## src/rtl/serpent_xts_pkg.sv

```systemverilog
// ============================================================================
// serpent_xts_pkg : shared constants and state type for the XTS tweak generator
// Revision: 1.0
// ============================================================================
`default_nettype none

package serpent_xts_pkg;

  localparam int        XTS_BLK_W   = 128;
  localparam logic [7:0] XTS_GF_POLY = 8'h87;

  typedef enum logic [0:0] {
    IDLE = 1'b0,
    RUN  = 1'b1
  } xts_state_t;

endpackage

`default_nettype wire

```

## src/rtl/serpent_xts_gf_mul_alpha.sv

```systemverilog
// ============================================================================
// serpent_xts_gf_mul_alpha : combinational GF(2^128) doubling in XTS byte order
// Revision: 1.0
// ============================================================================
`default_nettype none

module serpent_xts_gf_mul_alpha
  import serpent_xts_pkg::*;
(
  input  logic [XTS_BLK_W-1:0] data,
  output logic [XTS_BLK_W-1:0] doubled
);

  // Byte k sits at bits [127-8k -: 8]; byte 0 is least significant in GF terms.
  assign doubled[127 -: 8] = {data[126:120], 1'b0} ^ (data[7] ? XTS_GF_POLY : 8'h00);

  for (genvar k = 1; k < 16; k++) begin : g_byte
    assign doubled[127-8*k -: 8] = {data[126-8*k -: 7], data[135-8*k]};
  end

endmodule

`default_nettype wire

```

## src/rtl/serpent_xts_tweak_gen.sv

```systemverilog
// ============================================================================
// serpent_xts_tweak_gen : issues XTS tweaks T0..Tn-1 with valid/ready handshake
// Optional: define SERPENT_XTS_ABORT_EN to add the i_abort port.   Revision: 1.0
// ============================================================================
`default_nettype none

module serpent_xts_tweak_gen
  import serpent_xts_pkg::*;
#(
  parameter int CNT_W = 16
) (
  input  logic                 i_clk,
  input  logic                 i_rst,
  input  logic [XTS_BLK_W-1:0] i_tweak_enc,
  input  logic                 i_tweak_enc_valid,
  input  logic [CNT_W-1:0]     i_num_blocks,
  input  logic                 i_tweak_ready,
`ifdef SERPENT_XTS_ABORT_EN
  input  logic                 i_abort,
`endif
  output logic [XTS_BLK_W-1:0] o_tweak,
  output logic                 o_tweak_valid,
  output logic                 o_tweak_last,
  output logic [CNT_W-1:0]     o_block_idx,
  output logic                 o_busy,
  output logic                 o_err
);

  xts_state_t           state;
  logic [CNT_W-1:0]     count;
  logic [CNT_W-1:0]     idx_next;
  logic [CNT_W-1:0]     count_m1;
  logic [XTS_BLK_W-1:0] tweak_dbl;

  serpent_xts_gf_mul_alpha u_mul_alpha (
    .data    (o_tweak),
    .doubled (tweak_dbl)
  );

  assign idx_next = o_block_idx + CNT_W'(1);
  assign count_m1 = count - CNT_W'(1);

  always_ff @(posedge i_clk) begin
    if (i_rst) begin
      state         <= IDLE;
      count         <= '0;
      o_tweak       <= '0;
      o_tweak_valid <= 1'b0;
      o_tweak_last  <= 1'b0;
      o_block_idx   <= '0;
      o_busy        <= 1'b0;
      o_err         <= 1'b0;
    end else begin
      o_err <= 1'b0;
      case (state)
        IDLE: begin
          if (i_tweak_enc_valid) begin
            if (i_num_blocks != '0) begin
              state         <= RUN;
              count         <= i_num_blocks;
              o_tweak       <= i_tweak_enc;
              o_block_idx   <= '0;
              o_tweak_valid <= 1'b1;
              o_tweak_last  <= (i_num_blocks == CNT_W'(1));
              o_busy        <= 1'b1;
            end else begin
              o_err <= 1'b1;
            end
          end
        end
        RUN: begin
          // A new tweak arriving mid-sequence is discarded and flagged.
          if (i_tweak_enc_valid) begin
            o_err <= 1'b1;
          end
`ifdef SERPENT_XTS_ABORT_EN
          if (i_abort) begin
            state         <= IDLE;
            o_tweak_valid <= 1'b0;
            o_tweak_last  <= 1'b0;
            o_busy        <= 1'b0;
          end else
`endif
          if (i_tweak_ready) begin
            if (o_block_idx == count_m1) begin
              state         <= IDLE;
              o_tweak_valid <= 1'b0;
              o_tweak_last  <= 1'b0;
              o_busy        <= 1'b0;
            end else begin
              o_tweak      <= tweak_dbl;
              o_block_idx  <= idx_next;
              o_tweak_last <= (idx_next == count_m1);
            end
          end
        end
        default: state <= IDLE;
      endcase
    end
  end

endmodule

`default_nettype wire

```

## config.mk

```make
export PLATFORM = sky130hd
export DESIGN_NAME = serpent_xts_tweak_gen
export DESIGN_NICKNAME = d
export VERILOG_FILES = /design/src/rtl/serpent_xts_pkg.sv /design/src/rtl/serpent_xts_gf_mul_alpha.sv /design/src/rtl/serpent_xts_tweak_gen.sv
export SDC_FILE = /design/constraint.sdc
export NUM_CORES = 1
export LEC_CHECK = 0
export CORE_ASPECT_RATIO = 0.9
export CORE_MARGIN = 3
export CORE_UTILIZATION = 30
export CTS_BUF_LIST = sky130_fd_sc_hd__clkbuf_2
export DETAILED_ROUTE_END_ITERATION = 8
export HOLD_SLACK_MARGIN = 0.08
export PLACE_DENSITY = 0.64
export SLEW_MARGIN = 20
export SYNTH_ARGS = -nofsm -noshare
export SYNTH_HDL_FRONTEND = slang
export SYNTH_SLANG_ARGS = --single-unit
```

## constraint.sdc

```tcl
create_clock -name i_clk -period 3.06 [get_ports i_clk]
set_input_delay 0.306 -clock i_clk [delete_from_list [all_inputs] [get_ports i_clk]]
set_output_delay 0.306 -clock i_clk [all_outputs]
set_load 0.03 [all_outputs]
```

Word level (Yosys, flattened, before mapping)
Index checks and enable logic that the tools add are counted.
W data, S select, Z words.
{ "op_classes": {"eq_ne": 8, "multipliers": 0, "n_bitwise": 2, "shifts": 0, "reduce_logical": 5, "add_sub_neg": 2, "order_cmp": 0, "mux": 30, "div_mod_pow": 0} }
{ "op_table": {"columns": ["op", "count"], "rows": [
  ["$mux W128", 4],
  ["$pmux W128 S2", 1],
  ["$mux W16", 4],
  ["$eq A16 B16 Y1", 2],
  ["$pmux W16 S2", 1],
  ["$add A16 B1 Y16 const B", 1],
  ["$eq A16 B1 Y1 const B", 1],
  ["$reduce_bool A16 Y1", 1],
  ["$sub A16 B1 Y16 const B", 1],
  ["$mux W1", 15],
  ["$mux W8", 1],
  ["$ne A2 B2 Y1 const B", 4],
  ["$pmux W1 S2", 4],
  ["$reduce_and A4 Y1", 2],
  ["$xor A8 B8 Y8", 1],
  ["$reduce_and A3 Y1", 2],
  ["$ne A2 B1 Y1 const B", 1],
  ["$not A1 Y1", 1]
]} }
{ "word_totals": {"mem_count": 0, "word_cells": 54, "output_inout_bits": 148, "mem_bits_ro": 0, "in_bits": 148, "ramBits": 0, "reg_bits": 164, "latchBits": 0} }

Depth between registers and ports, before layout
Gate-level depths: netlist of the first run.
{ "depth": {"word_depth": 5, "ltp_mapped": 12, "depth_no_buf": 9} }

Cells and area by module
A second synthesis of the first run with hierarchy kept.
{ "hier_totals": {"hier_cells": 1066, "area_unflattened_um2": 9460.3} }
{ "by_module_without_submodules": {"columns": ["mod", "n_inst", "cells_per_inst", "area_per_inst_um2", "seq_area_each_um2"], "rows": [
  ["serpent_xts_tweak_gen", 1, 938, 8495.6, 3283.1],
  ["serpent_xts_gf_mul_alpha", 1, 128, 964.7, 0.0]
]} }

Worst setup path before layout of the first run
No wires, ideal clock.
{ "synth_timing": {"kind": "register to register", "start": "register count[0]", "end": "register o_block_idx[6]", "required_ps": 2926, "setup_time_ps": 134, "path_buffers": 3, "stages_incl_launch_ff": 11, "setup_slack_ps": 188, "arrival_ps": 2738, "period_less_slack_ps": 2872, "cell_sequence": "dfxtp_1 > or4_1 > buf_2 > nor4_4 > o211ai_2 > a2111o_1 > or4_1 > buf_2 > buf_6 > nand4_1 > o311ai_1"} }
{ "synth_via": {"elab_chain_cells": 4} }
{ "synth_rtl": {"columns": ["item", "line_no", "rtl"], "rows": [
  ["start, declared", "serpent_xts_tweak_gen.sv:30", "logic [CNT_W-1:0] count;"],
  ["start signal, assigned", "serpent_xts_tweak_gen.sv:60", "count <= i_num_blocks;"],
  ["$sub A16 B1 Y16", "serpent_xts_tweak_gen.sv:41", "assign count_m1 = count - CNT_W'(1);"],
  ["$eq A16 B16 Y1", "serpent_xts_tweak_gen.sv:85", "if (o_block_idx == count_m1) begin"],
  ["$ne A2 B2 Y1 (no source line)", null, null],
  ["$reduce_and A4 Y1 (no source line)", null, null],
  ["end signal, assigned", "serpent_xts_tweak_gen.sv:92", "o_block_idx <= idx_next;"],
  ["end, declared", "serpent_xts_tweak_gen.sv:24", "output logic [CNT_W-1:0] o_block_idx,"]
]} }
Every way passes these cells.
A chain may end at the register's enable or synchronous reset.

Worst setup path after layout of the first run
{ "layout_timing": {"start": "register count[3]", "end": "register o_block_idx[3]"} }
The elaborated chain is that of the path after synthesis.

==> out/results.tsv, run 1 <==
metric	value	unit
Synth Instances	961	
die area	31800	sq um
Critical Path Fanout Max	18	
Syn. warnings	0	
H-tree levels	4	
Antenna Nets Post-Route	0	
overall power	5970	uW
Net Count, Synth	1111	
setup_tns	0	ns
initial core utilization	30.6	%
# IOs	296	
type of the worst setup path	reg -> reg	
HP Class	in -> reg	
Routability Congestion	0.877	
pre-CTS setup slack	-0.0747	ns
met2 usage	33.2	%
WP buf/inv	1	
critical path's most frequent cell	or4_4	
number of max-cap violations	0	
sequential area share after synthesis	36.9	%
vias in the first global route	8708	
CTS tree	done	
Synth top area share	36.9	%
PnR worst setup slack	0.0534	ns
DR WL/cell	20.3	um
Tot GR Track Use	19.7	%
latest clock arrival within the worst-skew pair	0.79	ns
mapped cell area	8900	sq um
Final Max Tran Viols	0	
asr flop ratio synth	0	%
row count	59	
I/O Buffers	295	
CP Cell Sequence	or4_4 > nor4_4 > mux2i_2 > nand4_1 > or4_4 > buf_12 > nand2_2 > o311ai_0	
NumNets Final	1405	
Post-synth top cells	dfxtp_1 (164), nand3_1 (142), mux2i_1 (129)	
min cycle time layout	3.01	ns
1st-pass router iterations	5	
Final Util	45.3	%
worst path required time	3.72	ns
Top Usage Layer GRT	met2	
CP max stage delay	0.62	ns
Final Cycle Share	98.3	%
dominant cells by area after synthesis	dfxtp_1 (37%), mux2i_1 (15%), o211a_1 (14%)	
chip width	188	um
antenna violations before repair	1	
estimated wirelength of the detail-placed design	22700	um
grt total ovfl	0	
area delta synth->final	48.1	%
area leader, netlist	dfxtp_1	
Seq cells post-synth	164	
actual slew at the worst max-slew pin	0.850	ns
die height	169	um
setup violators final	0	
post-DR vias/cell	5.33	
Post-synth EDFFs	0	
CP max stage cell	or4_4	
top cell family by delay on the critical path	simple AND/OR/NAND/NOR gates	
Hold Vio Cnt, Final	0	
share of layout cells above drive strength 1	9.46	%
largest net degree at the start of global routing	129	
DRC violations left	0	
Via Count	8886	
Critical Path Start Type	flop	
CTS Buffer Depth	2	
Yosys cell types	58	
final instance area	13200	sq um
predominant post-synthesis flop cell	dfxtp_1	
Clock Skews	0.0645	ns
maximum vdd drop	0.000314	V
CP arrival	3.66	ns
Slew headroom	43.3	%
M3 GR Usage	6.15	%
root buffer cell	clkbuf_2	
clk slew on worst S/H paths	0.29	ns
CORE AREA	29100	sq um
PwrDens	453	nW/um^2
CTS buffer count	17	
RSZ-0062 raised after global routing	true	
routed wire length	33900	um
P_leak	0.00600	uW
maximum clock rate	0.333	GHz
most common cell in the synthesized netlist	dfxtp_1	
Cell Area, Placed	12400	sq um
CP Capture Type	flop	
status	finished, final reports clean	
initial drt markers	520	
clock tree sinks	164	
first-pass GRT wire length	50400	um
met1 usage	24.9	%
Avg Cell Area, Syn	9.26	sq um
## power by group
part	leakage [uW]	switching, uW	internal, uW
registers	0.00136	183	2340
logic	0.00448	1090	1000
clock network	0.000157	930	419
## worst register-to-register path, delay by kind of cell (launching register included)
kind	cells	cell delay, ns
AOI/OAI and AO/OA	1	0.13
DFF	1	0.38
buffers and inverters	1	0.17
and+or+nand+nor	5	1.93
muxes	1	0.32
## logic make-up after synthesis
group	share of synthesized area, %
simple gates	17.8
compound gates	20.9
flops	36.9
mux	14.5
buf+inv	5.08
xor+xnor	4.57
fa+ha+maj	0.281
## worst paths after layout
check                                      start             end  slack (ns)  depth (start not counted)
worst min register to register          count[1]        count[1]        0.50                          2
worst max-delay path                    count[3]  o_block_idx[3]        0.05                          8
worst min-delay path            i_tweak_enc[127]    o_tweak[127]        0.20                          5
worst max register to register          count[3]  o_block_idx[3]        0.05                          8
## registers in the layout (all words and copies together), names as in the netlist
signal,flops
o_busy,1
o_err,1
o_tweak_last,1
o_tweak,128
o_block_idx,16
count,16
state,1
## layout by cell type (no fill, tap or decap), drive strengths merged, types with 10 or more instances in the layout
cell type | netlist | layout
a21oi | 34 | 34
nor2b | 10 | 10
inv | 9 | 15
nor4 | 14 | 14
nand4 | 15 | 15
xnor2 | 22 | 22
mux2i | 129 | 129
o211a | 128 | 128
o211ai | 10 | 10
clkbuf | 79 | 20
buf | 23 | 62
nor2 | 20 | 20
nand3 | 142 | 142
dfxtp | 164 | 164
xor2 | 14 | 14
clkdlybuf4s50 | 0 | 295
o21ai | 17 | 17
nand2 | 42 | 42
nor3 | 12 | 12
dlygate4sd3 | 0 | 17
## cell type report
class | instances | area (sq um)
sequential | 164 | 3290
clock inverter | 15 | 194
tap | 396 | 495
fill | 2803 | 15900
multi-input combinational | 686 | 5240
antenna | 2 | 5.00
inverter | 9 | 36.3
clock buffer | 17 | 85.1
timing repair buffer | 377 | 3830
## stage by stage
step / hold WS, ns / cells
2_1_floorplan: 0.439 / 961
3_3_place_gp: 0.478 / 1604
3_5_place_dp: 0.490 / 1604
4_1_cts: 0.108 / 1655
5_1_grt: 0.108 / 1666
6_report: 0.198 / 1666
## metal layers
layer / vias to the layer above / wire length (um)
met5: - / 0
met4: 0 / 459
met2: 284 / 16400
li1: 4211 / -
met1: 4363 / 14600
met3: 28 / 2430
## timing repair
action	CTS	global route
gates cloned	1	4
hold endpoints to repair	16	1
gates resized for setup	5	29
buffers inserted	2	4
hold buffers	16	1
pin swaps	2	6
setup endpoints to repair	135	147
Note: power is estimated with default switching activity, not from simulation.
==> run 2: changes to the inputs <==
Settings changed: CORE_MARGIN 3 to 5, MAX_ROUTING_LAYER set to met4, PLACE_DENSITY 0.64 to 0.61.
==> out/results.tsv, run 2 (synthesis results as in run 1) <==
metric	value	unit
hold path cells	3	
CTS buffer count	17	
Via Count	8757	
most frequent cells in the layout	clkdlybuf4s50_1 (295), dfxtp_1 (162), nand3_1 (142)	
Critical Path Fanout Max	18	
vias in the first global route	8756	
Filler cells	2859	
Final Util	45.2	%
reg2reg setup slack	0.07	ns
CTS tree	done	
Critical Path Start Type	flop	
HP Class	in -> reg	
setup violators final	0	
Routability Congestion	0.905	
CP Cell Sequence	or4_4 > nor4_4 > buf_4 > mux2i_1 > nand4_1 > or4_1 > buf_6 > a31oi_2 > a311oi_1	
actual slew at the worst max-slew pin	0.603	ns
Top reg by flops	o_tweak	
number of max-cap violations	0	
chip width	192	um
biggest regs	o_tweak (128), count (16), o_block_idx (16)	
routed wire length	33800	um
grt total ovfl	0	
share of layout cells above drive strength 1	9.54	%
initial drt markers	538	
Final Max Tran Viols	0	
row count	59	
post-DR vias/cell	5.25	
antenna violations before repair	2	
CORE AREA	29100	sq um
Net Switching	2240	uW
switching share of power	37.2	%
CP Capture Type	flop	
area delta synth->final	47.7	%
# IOs	296	
DR WL/cell	20.2	um
commonest non-fill, non-tap cell in the layout	clkdlybuf4s50_1	
Tot GR Track Use	20.0	%
H-tree levels	4	
Clock Skews	0.0519	ns
CP max stage cell	or4_4	
worst reg2reg path depth	9	
die height	173	um
area occupied by multi-input gates	5230	sq um
Crit. path cell count	9	
clk slew on worst S/H paths	0.29	ns
clock tree sinks	164	
I/O Buffers	295	
P_leak	0.00599	uW
Pint	3780	uW
WP buf/inv	2	
maximum clock rate	0.335	GHz
first-pass GRT wire length	51300	um
maximum vdd drop	0.000262	V
Logic pwr share	35.2	%
Antenna Nets Post-Route	0	
max reg flops	128	
sequential share of power	41.9	%
status	finished, final reports clean	
worst path required time	3.74	ns
largest net degree at the start of global routing	84	
Slew headroom	59.5	%
Final Cycle Share	97.7	%
root buffer cell	clkbuf_2	
RSZ-0062 raised after global routing	false	
DRC violations left	0	
latest clock arrival within the worst-skew pair	0.79	ns
CP arrival	3.67	ns
NumNets Final	1406	
type of the worst setup path	reg -> reg	
Hold Vio Cnt, Final	0	
initial core utilization	30.6	%
CP max stage delay	0.56	ns
PwrDens	458	nW/um^2
clock network power share	23.0	%
1st-pass router iterations	5	
top cell family by delay on the critical path	simple AND/OR/NAND/NOR gates	
register area	3290	sq um
min cycle time layout	2.99	ns
overall power	6020	uW
estimated wirelength of the detail-placed design	23600	um
die area	33200	sq um
CTS Buffer Depth	2	
==> run 2: stage by stage <==
step	instances	instance area, sq um	hold slack (ns)	worst slack (ns)	TNS (ns)
detailed placement	1614	12500	0.485	-0.0229	-0.0411
global route	1667	13100	0.0812	0.00485	0
CTS	1662	13000	0.0955	-0.000538	-0.000538
floorplan	961	8900	0.439	0.188	0
global placement	1614	12500	0.477	0.0298	0
finish	1667	13100	0.207	0.0708	0
==> run 2: power groups by stage <==
stage                     logic, uW  registers, uW  clock network [uW]
after floorplan                 842           2870                   0
after global placement         2050           2560                   0
after detailed placement       2060           2560                   0
after CTS                      2080           2520                1450
after global routing           2260           2560                1550
final                          2120           2520                1380
==> run 2: cell type report <==
type                            count  area share [%]
Multi-Input combinational cell    686            39.8
Timing Repair Buffer              378            28.9
Sequential cell                   164            25.0
Tap cell                          396            3.77
Clock inverter                     15            1.48
Clock buffer                       17           0.647
Inverter                            9           0.276
Antenna cell                        2          0.0381
==> run 2: timing repair <==
action,CTS,global route
gates cloned,0,2
pin swaps,1,1
endpoints found under the setup margin,80,144
setup buffers,0,1
hold endpoints to repair,16,0
hold buffers,16,0
resized for setup,1,23
==> run 2: worst register-to-register path, cell delays in order, from the launching register on <==
cell and delay [ns]:
dfxtp_2 0.39, or4_4 0.56, nor4_4 0.31, buf_4 0.19, mux2i_1 0.31, nand4_1 0.17
or4_1 0.54, buf_6 0.19, a31oi_2 0.17, a311oi_1 0.08
==> run 2: layer usage <==
| layer | vias to the layer above | routed length (um) | global-route usage [%] | part of all wire, % |
|---|---|---|---|---|
| li1 | 4204 | - | - | - |
| met1 | 4268 | 14900 | 25.4 | 44 |
| met2 | 259 | 16200 | 31.8 | 48 |
| met3 | 26 | 2150 | 5.64 | 6.4 |
| met4 | 0 | 443 | 4.40 | 1.3 |
| met5 | - | 0 | - | 0 |
==> run 2: path summary, 6_finish.rpt <==
kind / start / endpoint
max reg2reg: count[0] / o_block_idx[15]
min reg2reg: o_tweak[122] / o_tweak[122]
min: i_num_blocks[0] / count[0]
max: count[0] / o_block_idx[15]
